[config.mk]
export PLATFORM = sky130hd
export DESIGN_NAME = ps2_kbd_rx
export DESIGN_NICKNAME = d
export VERILOG_FILES = /design/src/rtl/ps2_pkg.sv /design/src/rtl/ps2_kbd_rx_fifo.sv /design/src/rtl/ps2_kbd_rx.sv
export SDC_FILE = /design/constraint.sdc
export NUM_CORES = 1
export LEC_CHECK = 0
export ABC_AREA = 1
export CAP_MARGIN = 10
export CORE_MARGIN = 5
export CORE_UTILIZATION = 45
export DETAILED_ROUTE_END_ITERATION = 10
export DONT_BUFFER_PORTS = 1
export SYNTH_ARGS = -nofsm -noshare
export SYNTH_HDL_FRONTEND = slang
export SYNTH_SLANG_ARGS = --single-unit
[constraint.sdc]
create_clock -name clk -period 3.6 [get_ports clk]
set_input_delay 0.36 -clock clk [delete_from_list [all_inputs] [get_ports clk]]
set_output_delay 0.36 -clock clk [all_outputs]
set_load 0.1 [all_outputs]
[src/rtl/ps2_pkg.sv]
// ps2_pkg: PS/2 frame constants, receiver FSM states, default parameters, parity helper
package ps2_pkg;
  typedef enum logic [1:0] {IDLE, DATA, PARITY, STOP} state_t;
  localparam int DATA_BITS = 8;
  localparam logic START_BIT = 1'b0;
  localparam logic STOP_BIT = 1'b1;
  localparam int DEF_FIFO_DEPTH = 8;
  localparam int DEF_FILTER_LEN = 8;
  localparam int DEF_TIMEOUT_CYC = 50000;
  function automatic logic odd_parity_ok(input logic [DATA_BITS-1:0] d, input logic p);
    return ^{d, p};
  endfunction
endpackage

[src/rtl/ps2_kbd_rx_fifo.sv]
// byte_fifo: first-word-fall-through byte FIFO (push/wdata in, rd_en pops, rdata head or 0, count/full/empty)
module byte_fifo
  import ps2_pkg::*;
#(
  parameter int DEPTH = DEF_FIFO_DEPTH
) (
  input  logic                   clk,
  input  logic                   rst_n,
  input  logic                   push,
  input  logic [DATA_BITS-1:0]   wdata,
  input  logic                   rd_en,
  output logic [DATA_BITS-1:0]   rdata,
  output logic [$clog2(DEPTH):0] count,
  output logic                   full,
  output logic                   empty
);
  localparam int AW = $clog2(DEPTH);
  logic [DATA_BITS-1:0] mem [DEPTH];
  logic [AW-1:0] rptr, wptr;
  logic pop, wr;
  assign empty = count == '0;
  assign full = count == (AW+1)'(DEPTH);
  assign pop = rd_en & ~empty;
  assign wr = push & (~full | pop);
  assign rdata = empty ? '0 : mem[rptr];
  always_ff @(posedge clk) begin
    if (!rst_n) begin
      rptr <= '0;
      wptr <= '0;
      count <= '0;
    end else begin
      rptr <= rptr + AW'(pop);
      wptr <= wptr + AW'(wr);
      count <= count + (AW+1)'(wr) - (AW+1)'(pop);
    end
  end
  always_ff @(posedge clk)
    if (wr) mem[wptr] <= wdata;
endmodule

[src/rtl/ps2_kbd_rx.sv]
// ps2_kbd_rx: PS/2 keyboard receiver (sync+filter pins, deframe, parity/stop check) feeding a FWFT byte FIFO (fifo_ready/rdata/count/rd_en, parity_err pulse, sticky overflow)
module ps2_kbd_rx
  import ps2_pkg::*;
#(
  parameter int FIFO_DEPTH = DEF_FIFO_DEPTH,
  parameter int FILTER_LEN = DEF_FILTER_LEN,
  parameter int TIMEOUT_CYC = DEF_TIMEOUT_CYC
) (
  input  logic                        clk,
  input  logic                        rst_n,
  input  logic                        ps2_clk,
  input  logic                        ps2_data,
  input  logic                        rd_en,
  output logic                        fifo_ready,
  output logic [7:0]                  rdata,
  output logic [$clog2(FIFO_DEPTH):0] count,
  output logic                        parity_err,
  output logic                        overflow
);
  localparam int FW = $clog2(FILTER_LEN + 1);
  localparam int TW = $clog2(TIMEOUT_CYC + 1);
  localparam int BW = $clog2(DATA_BITS);
  logic [1:0] clk_sync, dat_sync;
  logic filt, filt_q, strobe, bit_in, timeout, frame_end, good, push, bad, full, empty;
  logic [FW-1:0] fcnt;
  logic [TW-1:0] tcnt;
  logic [BW-1:0] bitcnt;
  logic [DATA_BITS-1:0] shreg;
  logic par_bit;
  state_t state, state_n;
  assign bit_in = dat_sync[1];
  assign strobe = filt_q & ~filt;
  assign timeout = tcnt == TW'(TIMEOUT_CYC);
  always_ff @(posedge clk) begin
    if (!rst_n) begin
      clk_sync <= '1;
      dat_sync <= '1;
      filt <= 1'b1;
      filt_q <= 1'b1;
      fcnt <= '0;
    end else begin
      clk_sync <= {clk_sync[0], ps2_clk};
      dat_sync <= {dat_sync[0], ps2_data};
      filt_q <= filt;
      fcnt <= (clk_sync[1] == filt || fcnt == FW'(FILTER_LEN - 1)) ? '0 : fcnt + 1'b1;
      filt <= (clk_sync[1] != filt && fcnt == FW'(FILTER_LEN - 1)) ? clk_sync[1] : filt;
    end
  end
  always_ff @(posedge clk)
    state <= !rst_n ? IDLE : state_n;
  always_comb begin
    state_n = timeout ? IDLE :
              !strobe ? state :
              state == IDLE ? (bit_in == START_BIT ? DATA : IDLE) :
              state == DATA ? (bitcnt == BW'(DATA_BITS - 1) ? PARITY : DATA) :
              state == PARITY ? STOP : IDLE;
  end
  always_comb begin
    frame_end = strobe & (state == STOP) & ~timeout;
    good = (bit_in == STOP_BIT) & odd_parity_ok(shreg, par_bit);
    push = frame_end & good;
    bad = frame_end & ~good;
  end
  always_ff @(posedge clk) begin
    if (!rst_n) begin
      bitcnt <= '0;
      shreg <= '0;
      par_bit <= 1'b0;
      tcnt <= '0;
      parity_err <= 1'b0;
      overflow <= 1'b0;
    end else begin
      tcnt <= (state == IDLE || strobe) ? '0 : tcnt + 1'b1;
      if (strobe) begin
        bitcnt <= state == DATA ? bitcnt + 1'b1 : '0;
        shreg <= state == DATA ? {bit_in, shreg[DATA_BITS-1:1]} : shreg;
        par_bit <= state == PARITY ? bit_in : par_bit;
      end
      parity_err <= bad;
      overflow <= overflow | (push & full & ~rd_en);
    end
  end
  byte_fifo #(.DEPTH(FIFO_DEPTH)) u_fifo (
    .clk(clk), .rst_n(rst_n), .push(push), .wdata(shreg), .rd_en(rd_en),
    .rdata(rdata), .count(count), .full(full), .empty(empty)
  );
  assign fifo_ready = ~empty;
endmodule

==> metrics.md, run 1 <==
| Metric | Value |
|---|---|
| Outcome | `completed` |
| Detailed-placement wirelength estimate | `6.63 mm` |
| I/O pin total | `20` |
| Mean instance size in the synthesized netlist | `9.68 sq um` |
| Netlist area before placement | `0.00499 sq mm` |
| Antenna diode count | `0` |
| Final routed DRC violation total | `0` |
| Setup repair after global routing missed its margin | `false` |
| Area of all placed cells without fillers | `0.00589 sq mm` |
| Number of nets in the final layout | `561` |
| Number of distinct standard cells referenced by the synthesized netlist | `38` |
| Setup TNS | `0 ns` |
| Starting density of the core | `0.461` |
| Number of synthesized flops with an enable pin | `64` |
| Maximum number of pins on one net before global-route repair | `34` |
| Cell Pwr Density | `750 mW/mm^2` |
| CTS sink count | `116` |
| Buffers from clock root to sink, at most | `2` |
| Footprint of the multi-input gates | `0.00180 sq mm` |
| Routed length per instance | `14.4 um` |
| Initial DRC count | `209` |
| Final critical path time including I/O delays and setup | `2.91 ns` |
| Count of antenna-violating nets left after detailed routing | `0` |
| Warnings from Yosys | `0` |
| Total number of placement rows | `38` |
| Kind of launch point of the worst setup path | `flop` |
| Total die area | `0.0133 sq mm` |
| Worst Path Required | `3.24 ns` |
| Clock tree from TritonCTS | `done` |
| Fraction of post-synthesis cell area in the top cell type by area | `0.385` |
| Max FO, Critical Path | `9` |
| Net count after synthesis | `537` |
| Total wirelength of the detailed-routed design | `9.96 mm` |
| Cell with the most instances after synthesis | `nor2_1` |
| Sequential element share of the synthesized area | `0.593` |
| Worst-case clock skew | `0.0114 ns` |
| Slew at the pin closest to its max-slew limit | `0.978 ns` |
| Start-to-end type of the worst setup path | `reg2out` |
| Peak supply drop | `0.000640 V` |
| Deepest level of the CTS H-tree | `4` |
| Final setup violation count | `0` |
| Max cap viols | `0` |
| Ys async rst share | `0` |
| Cell at the root of the clock tree | `clkbuf_8` |
| Vias | `3528` |
| Vertical extent of the die | `115 um` |
| Worst path arrival time | `2.55 ns` |
| Floorplan core area | `0.0108 sq mm` |
| Top cell types by occurrence after synthesis | `nor2_1, edfxtp_1, nand2_1, o21ai_0, dfxtp_1` |
| Area Overhead vs Synth | `18.0%` |
| Maximum achievable frequency | `344 MHz` |
| Max-slew headroom at the worst pin | `0.347` |
| Cell taking the most area after synthesis | `edfxtp_1` |
| Overall global routing resource usage | `0.171` |
| Period utilisation layout | `0.807` |
| FF+latch area | `0.00296 sq mm` |
| Placed standard-cell area | `0.00528 sq mm` |
| Final hold violation count | `0` |
| Pre-antenna DRT Iters | `4` |
| Count of buffers inserted at the top-level ports | `0` |
| Static leakage power | `2.36 nW` |
| Number of antenna violations at the first check in global routing | `0` |
| Inserted Clock Buffers | `17` |
| Kind of end point of the critical path | `primary output` |
| Share of layout cells above drive strength 1 | `0.158` |
| Clock transition time at the flip-flop clock pins of the worst setup and hold paths | `0.05 ns` |
| Die span in x | `115 um` |
| GRT overflow | `0` |
| Worst hold path class | `in2reg` |
| Vias per std cell | `5.10` |
| Main synth FF type | `edfxtp_1` |
| Number of max-slew violations in the final report | `0` |
| Number of buffers added for setup after CTS | `0` |
| Fillers | `978` |
| GP Congestion | `0.830` |
| Area contributors post-synth | `edfxtp_1, dfxtp_1, nor2_1` |
| Wire length of the first global-routing pass | `17.5 mm` |
| Instance count of the mapped netlist | `516` |
| Flip-flop and latch count after synthesis | `116` |
| Latest clock arrival within the worst-skew pair | `0.51 ns` |
| Vias in the first global route | `3658` |
==> placed cells by master (no fill, tap or decap), drive strengths merged, types with 5 or more instances in the layout <==
| cell | Yosys | routed |
|---|---|---|
| clkinv | 1 | 5 |
| nand3 | 18 | 18 |
| dfxtp | 52 | 52 |
| o21ai | 58 | 58 |
| nor3 | 11 | 11 |
| nand2 | 65 | 65 |
| clkbuf | 8 | 20 |
| o22ai | 8 | 8 |
| ha | 15 | 15 |
| edfxtp | 64 | 64 |
| nor2 | 95 | 95 |
| a31oi | 9 | 9 |
| buf | 6 | 16 |
| inv | 57 | 57 |
| or2 | 5 | 5 |
| a21oi | 20 | 20 |
==> registers in the layout, indices dropped and copies added, names as in the netlist, 3 cells and up, named ones only <==
name          count
u_fifo.mem       64
u_fifo.wptr       3
bitcnt            3
shreg             8
u_fifo.count      4
tcnt             16
u_fifo.rptr       3
fcnt              4
==> final cells by class <==
class                      instances  area share
sequential                       116       0.503
clock buffer                      20      0.0722
multi-input combinational        328       0.306
inverter                          58      0.0369
tap                              140      0.0297
clock inverter                    11      0.0272
timing repair buffer              19      0.0255
==> critical path, stage by stage (launching register included) <==
cell and delay [ns]:
dfxtp_1 0.30, buf_4 0.29, inv_1 0.08, ha_1 0.19
nand3_2 0.07, buf_4 0.34, o21ai_0 0.23, a31oi_2 0.19
buf_4 0.31
==> metal layers <==
| layer | vias to the layer above | wire length, um | GRT usage |
|---|---|---|---|
| met3 | 11 | 549 | 0.0495 |
| met4 | 0 | 110 | 0.0673 |
| met1 | 1636 | 4470 | 0.213 |
| met2 | 93 | 4830 | 0.282 |
| met5 | - | 0 | 0 |
| li1 | 1788 | - | - |
==> where the power goes <==
group / internal (mW) / total [mW] / switching, mW
Combinational: 0.331 / 1.33 / 1.00
Sequential: 1.42 / 1.43 / 0.0138
Clock: 1.11 / 1.66 / 0.546
Total: 2.86 / 4.42 / 1.56
==> logic make-up after synthesis <==
family,Yosys count,synth area share
DFF,116,0.593
adders and majority gates,16,0.0416
and+or+nand+nor,202,0.185
AOI/OAI and AO/OA,102,0.111
xor gates and xnor gates,8,0.0140
buffers and inverters,72,0.0556
==> path summary, 6_finish.rpt <==
check	from	end	slack, ns	depth (start not counted)
worst max-delay path	u_fifo.count[3]$_SDFF_PN0_	rdata[7]	0.69	8
worst min-delay path	rd_en	overflow$_SDFF_PN0_	0.06	3
worst max register to register	shreg[0]$_SDFFE_PN0P_	u_fifo.mem[5][0]$_DFFE_PP_	1.07	8
worst min register to register	dat_sync[0]$_SDFF_PN1_	dat_sync[1]$_SDFF_PN1_	0.42	1
==> through the flow <==
stage | std cells | hold WS, ns | worst slack (ns) | total power, mW | util
after floorplan | 516 | 0.392 | 0.227 | 2.51 | -
after global placement | 658 | 0.394 | 1.14 | 2.78 | 0.487
after detailed placement | 658 | 0.403 | 1.04 | 2.79 | 0.487
after CTS | 692 | 0.0403 | 0.649 | 4.46 | 0.544
after global routing | 692 | 0.0595 | 0.564 | 4.65 | 0.544
final | 692 | 0.0598 | 0.694 | 4.42 | 0.544
==> repair_timing <==
action / 4_1_cts / 5_1_grt
endpoints found under the hold margin: 22 / 0
hold buffers: 3 / 0
gates resized for setup: 0 / 0
Power figures use the tool's default switching activity.
==> run 2, diff against run 1 <==
Settings changed: ABC_AREA 1 to 0.
Clock period 3.6 ns to 2.6 ns, I/O delays scaled along.
==> run 2 against run 1 <==
Synthesized area fell by 2.1%. Cell count fell by 17%. Non-clock buffer count rose by 29. Sequential share of layout area fell by 1.6 points. Register-to-register slack got worse by 1.0 ns. Routed wire length fell by 5.5%. Cell area rose by 3.6%. Sequential cell count did not move. Global-route usage fell by 1.3 points.
==> metrics.md, run 2 <==
| Metric | Value |
|---|---|
| Outcome | `completed (unchanged)` |
| Maximum number of pins on one net before global-route repair | `34 (unchanged)` |
| Starting density of the core | `0.455 (was 0.461)` |
| Fillers | `897 (was 978)` |
| Area contributors post-synth | `edfxtp_1, dfxtp_1, mux4_2 (was edfxtp_1, dfxtp_1, nor2_1)` |
| Instance count of the mapped netlist | `370 (was 516)` |
| Vertical extent of the die | `114 um (was 115 um)` |
| Top register by number of flip-flops | `u_fifo.mem (unchanged)` |
| Mean instance size in the synthesized netlist | `13.2 sq um (was 9.68 sq um)` |
| Max cap viols | `0 (unchanged)` |
| Worst Path Required | `3.00 ns (was 3.24 ns)` |
| Routed length per instance | `16.3 um (was 14.4 um)` |
| Flip-flop and latch count after synthesis | `116 (unchanged)` |
| Worst path arrival time | `2.95 ns (was 2.55 ns)` |
| Worst hold slack | `0.0471 ns (was 0.0598 ns)` |
| Initial DRC count | `135 (was 209)` |
| Pre-antenna DRT Iters | `4 (unchanged)` |
| Max FO, Critical Path | `2 (was 9)` |
| Final setup violation count | `0 (unchanged)` |
| I/O pin total | `20 (unchanged)` |
| Top flop regs | `u_fifo.mem: 64 flops, tcnt: 16 flops, shreg: 8 flops (unchanged)` |
| Number of synthesized flops with an enable pin | `64 (unchanged)` |
| Post-layout worst setup margin | `0.0518 ns (was 0.694 ns)` |
| Vias | `2996 (was 3528)` |
| Overall global routing resource usage | `0.158 (was 0.171)` |
| Total die area | `0.0131 sq mm (was 0.0133 sq mm)` |
| Cell Count, Final, Fillers Out | `576 (was 692)` |
| Max-slew headroom at the worst pin | `0.314 (was 0.347)` |
| Kind of end point of the critical path | `flop (was primary output)` |
| Number of antenna violations at the first check in global routing | `0 (unchanged)` |
| Inserted Clock Buffers | `17 (unchanged)` |
| Latest clock arrival within the worst-skew pair | `0.51 ns (about the same)` |
| Static leakage power | `2.21 nW (was 2.36 nW)` |
| Final routed DRC violation total | `0 (unchanged)` |
| CTS sink count | `116 (unchanged)` |
| Number of max-slew violations in the final report | `0 (unchanged)` |
| Vias in the first global route | `3131 (was 3658)` |
| Kind of launch point of the worst setup path | `flop (unchanged)` |
| GRT overflow | `0 (unchanged)` |
| Deepest level of the CTS H-tree | `4 (unchanged)` |
| Placement Setup Slack | `-0.00900 ns (was 1.04 ns)` |
| Main synth FF type | `edfxtp_1 (unchanged)` |
| Max FFs per register | `64 (unchanged)` |
| Netlist area before placement | `0.00489 sq mm (was 0.00499 sq mm)` |
| Area Overhead vs Synth | `24.8% (was 18.0%)` |
| Total number of placement rows | `38 (unchanged)` |
| Peak supply drop | `0.000631 V (was 0.000640 V)` |
| Share of layout cells above drive strength 1 | `0.289 (was 0.158)` |
| Worst-case clock skew | `0.00793 ns (was 0.0114 ns)` |
| Clock transition time at the flip-flop clock pins of the worst setup and hold paths | `0.06 ns (was 0.05 ns)` |
| Number of distinct standard cells referenced by the synthesized netlist | `45 (was 38)` |
| Start-to-end type of the worst setup path | `reg2reg (was reg2out)` |
| Count of antenna-violating nets left after detailed routing | `0 (unchanged)` |
| Maximum achievable frequency | `392 MHz` |
| Antenna diode count | `0 (unchanged)` |
| Floorplan core area | `0.0107 sq mm (was 0.0108 sq mm)` |
| Slew at the pin closest to its max-slew limit | `1.03 ns (was 0.978 ns)` |
| Detailed-placement wirelength estimate | `5.98 mm (was 6.63 mm)` |
| Total wirelength of the detailed-routed design | `9.41 mm (was 9.96 mm)` |
| Wire length of the first global-routing pass | `15.8 mm (was 17.5 mm)` |
| Worst hold path class | `in2reg (unchanged)` |
| Buffers from clock root to sink, at most | `2 (unchanged)` |
| Final critical path time including I/O delays and setup | `2.55 ns` |
| Area of all placed cells without fillers | `0.00610 sq mm (was 0.00589 sq mm)` |
| Count of buffers inserted at the top-level ports | `0 (unchanged)` |
| Cell count after placement | `538 (was 658)` |
| Final standard cell utilization of the core | `0.568 (was 0.544)` |
| Ys async rst share | `0 (unchanged)` |
| Setup repair after global routing missed its margin | `true (was false)` |
| Vias per std cell | `5.20 (was 5.10)` |
| Net count after synthesis | `391 (was 537)` |
| GP Congestion | `0.777 (was 0.830)` |
| Commonest non-fill, non-tap cells in the layout | `edfxtp_1, dfxtp_1, buf_4 (was nor2_1, edfxtp_1, nand2_1)` |
| Cell Pwr Density | `1000 mW/mm^2 (was 750 mW/mm^2)` |
| Cell taking the most area after synthesis | `edfxtp_1 (unchanged)` |
| Cell with the most instances after synthesis | `edfxtp_1 (was nor2_1)` |
| Final hold violation count | `0 (unchanged)` |
| Die span in x | `114 um (was 115 um)` |
| Period utilisation layout | `0.980` |
| Cell at the root of the clock tree | `clkbuf_8 (unchanged)` |
| Number of nets in the final layout | `444 (was 561)` |
| Warnings from Yosys | `0 (unchanged)` |
| Clock tree from TritonCTS | `done (unchanged)` |
| Top cell types by occurrence after synthesis | `edfxtp_1, dfxtp_1, nor2_1, nand2_1, xor2_1 (was nor2_1, edfxtp_1, nand2_1, o21ai_0, dfxtp_1)` |
| Leading cell type in the layout, fill and taps excluded | `edfxtp_1 (was nor2_1)` |
| Sequential element share of the synthesized area | `0.606 (was 0.593)` |
| Placed standard-cell area | `0.00543 sq mm (was 0.00528 sq mm)` |
| Fraction of post-synthesis cell area in the top cell type by area | `0.393 (was 0.385)` |
-- run 2: cells by family (layout without fill, tap and decap cells) --
kind of cell / Yosys count / count (layout) / share of synthesized area
adders and majority gates: 16 / 16 / 0.0425
xor gates and xnor gates: 25 / 25 / 0.0476
buffers and inverters: 28 / 94 / 0.0220
AOI/OAI and AO/OA: 28 / 28 / 0.0415
and+or+nand+nor: 131 / 131 / 0.146
DFF: 116 / 116 / 0.606
muxes: 26 / 26 / 0.0942
-- run 2: final cells by class --
cell class | count | area [sq um] | area share
flip-flops and latches | 116 | 2970 | 0.486
multi-input cells | 226 | 1950 | 0.320
clock buffers | 17 | 414 | 0.0678
repair buffers | 48 | 383 | 0.0627
well taps | 140 | 175 | 0.0287
clock inverters | 15 | 156 | 0.0256
inverters | 14 | 52.6 | 0.00861
-- run 2: repair_timing --
item / 4_1_cts / 5_1_grt
pin swaps: 1 / 4
endpoints found under the setup margin: 1 / 27
resized for setup: 0 / 6
hold buffers: 4 / 0
endpoints found under the hold margin: 35 / 0
setup buffers: 0 / 2
-- run 2: worst paths after layout --
check                              start                         end  slack, ns  cells past startpoint
setup reg to reg      tcnt[2]$_SDFF_PP0_  u_fifo.count[2]$_SDFF_PN0_       0.05                      8
hold / removal                     rst_n       parity_err$_SDFF_PN0_       0.05                      2
setup / recovery      tcnt[2]$_SDFF_PP0_  u_fifo.count[2]$_SDFF_PN0_       0.05                      8
hold reg to reg   dat_sync[0]$_SDFF_PN1_      dat_sync[1]$_SDFF_PN1_       0.41                      1
-- run 2: where the power goes --
part / switching [mW] / internal (mW)
clock network: 0.837 / 1.37
logic: 1.37 / 0.543
registers: 0.0316 / 1.97
-- run 2: metrics by stage --
| step | setup TNS [ns] | power, mW |
|---|---|---|
| finish | 0 | 6.12 |
| global route | -0.00823 | 6.40 |
| CTS | 0 | 6.18 |
| detailed placement | -0.00900 | 3.96 |
| global placement | 0 | 3.95 |
| floorplan | -0.0314 | 3.60 |
-- run 2: per-layer routing --
layer | GRT usage | share of wire
met1 | 0.184 | 0.44
met2 | 0.280 | 0.51
met3 | 0.0476 | 0.033
met4 | 0.0515 | 0.011
met5 | 0 | 0
-- run 2: critical path: stages (launching register included) --
cell	delay, ns
dfxtp_2	0.31
or4b_1	0.51
or4_4	0.45
o211ai_4	0.26
nor3_4	0.06
ha_2	0.23
fa_2	0.34
xor2_1	0.14
and2_1	0.14
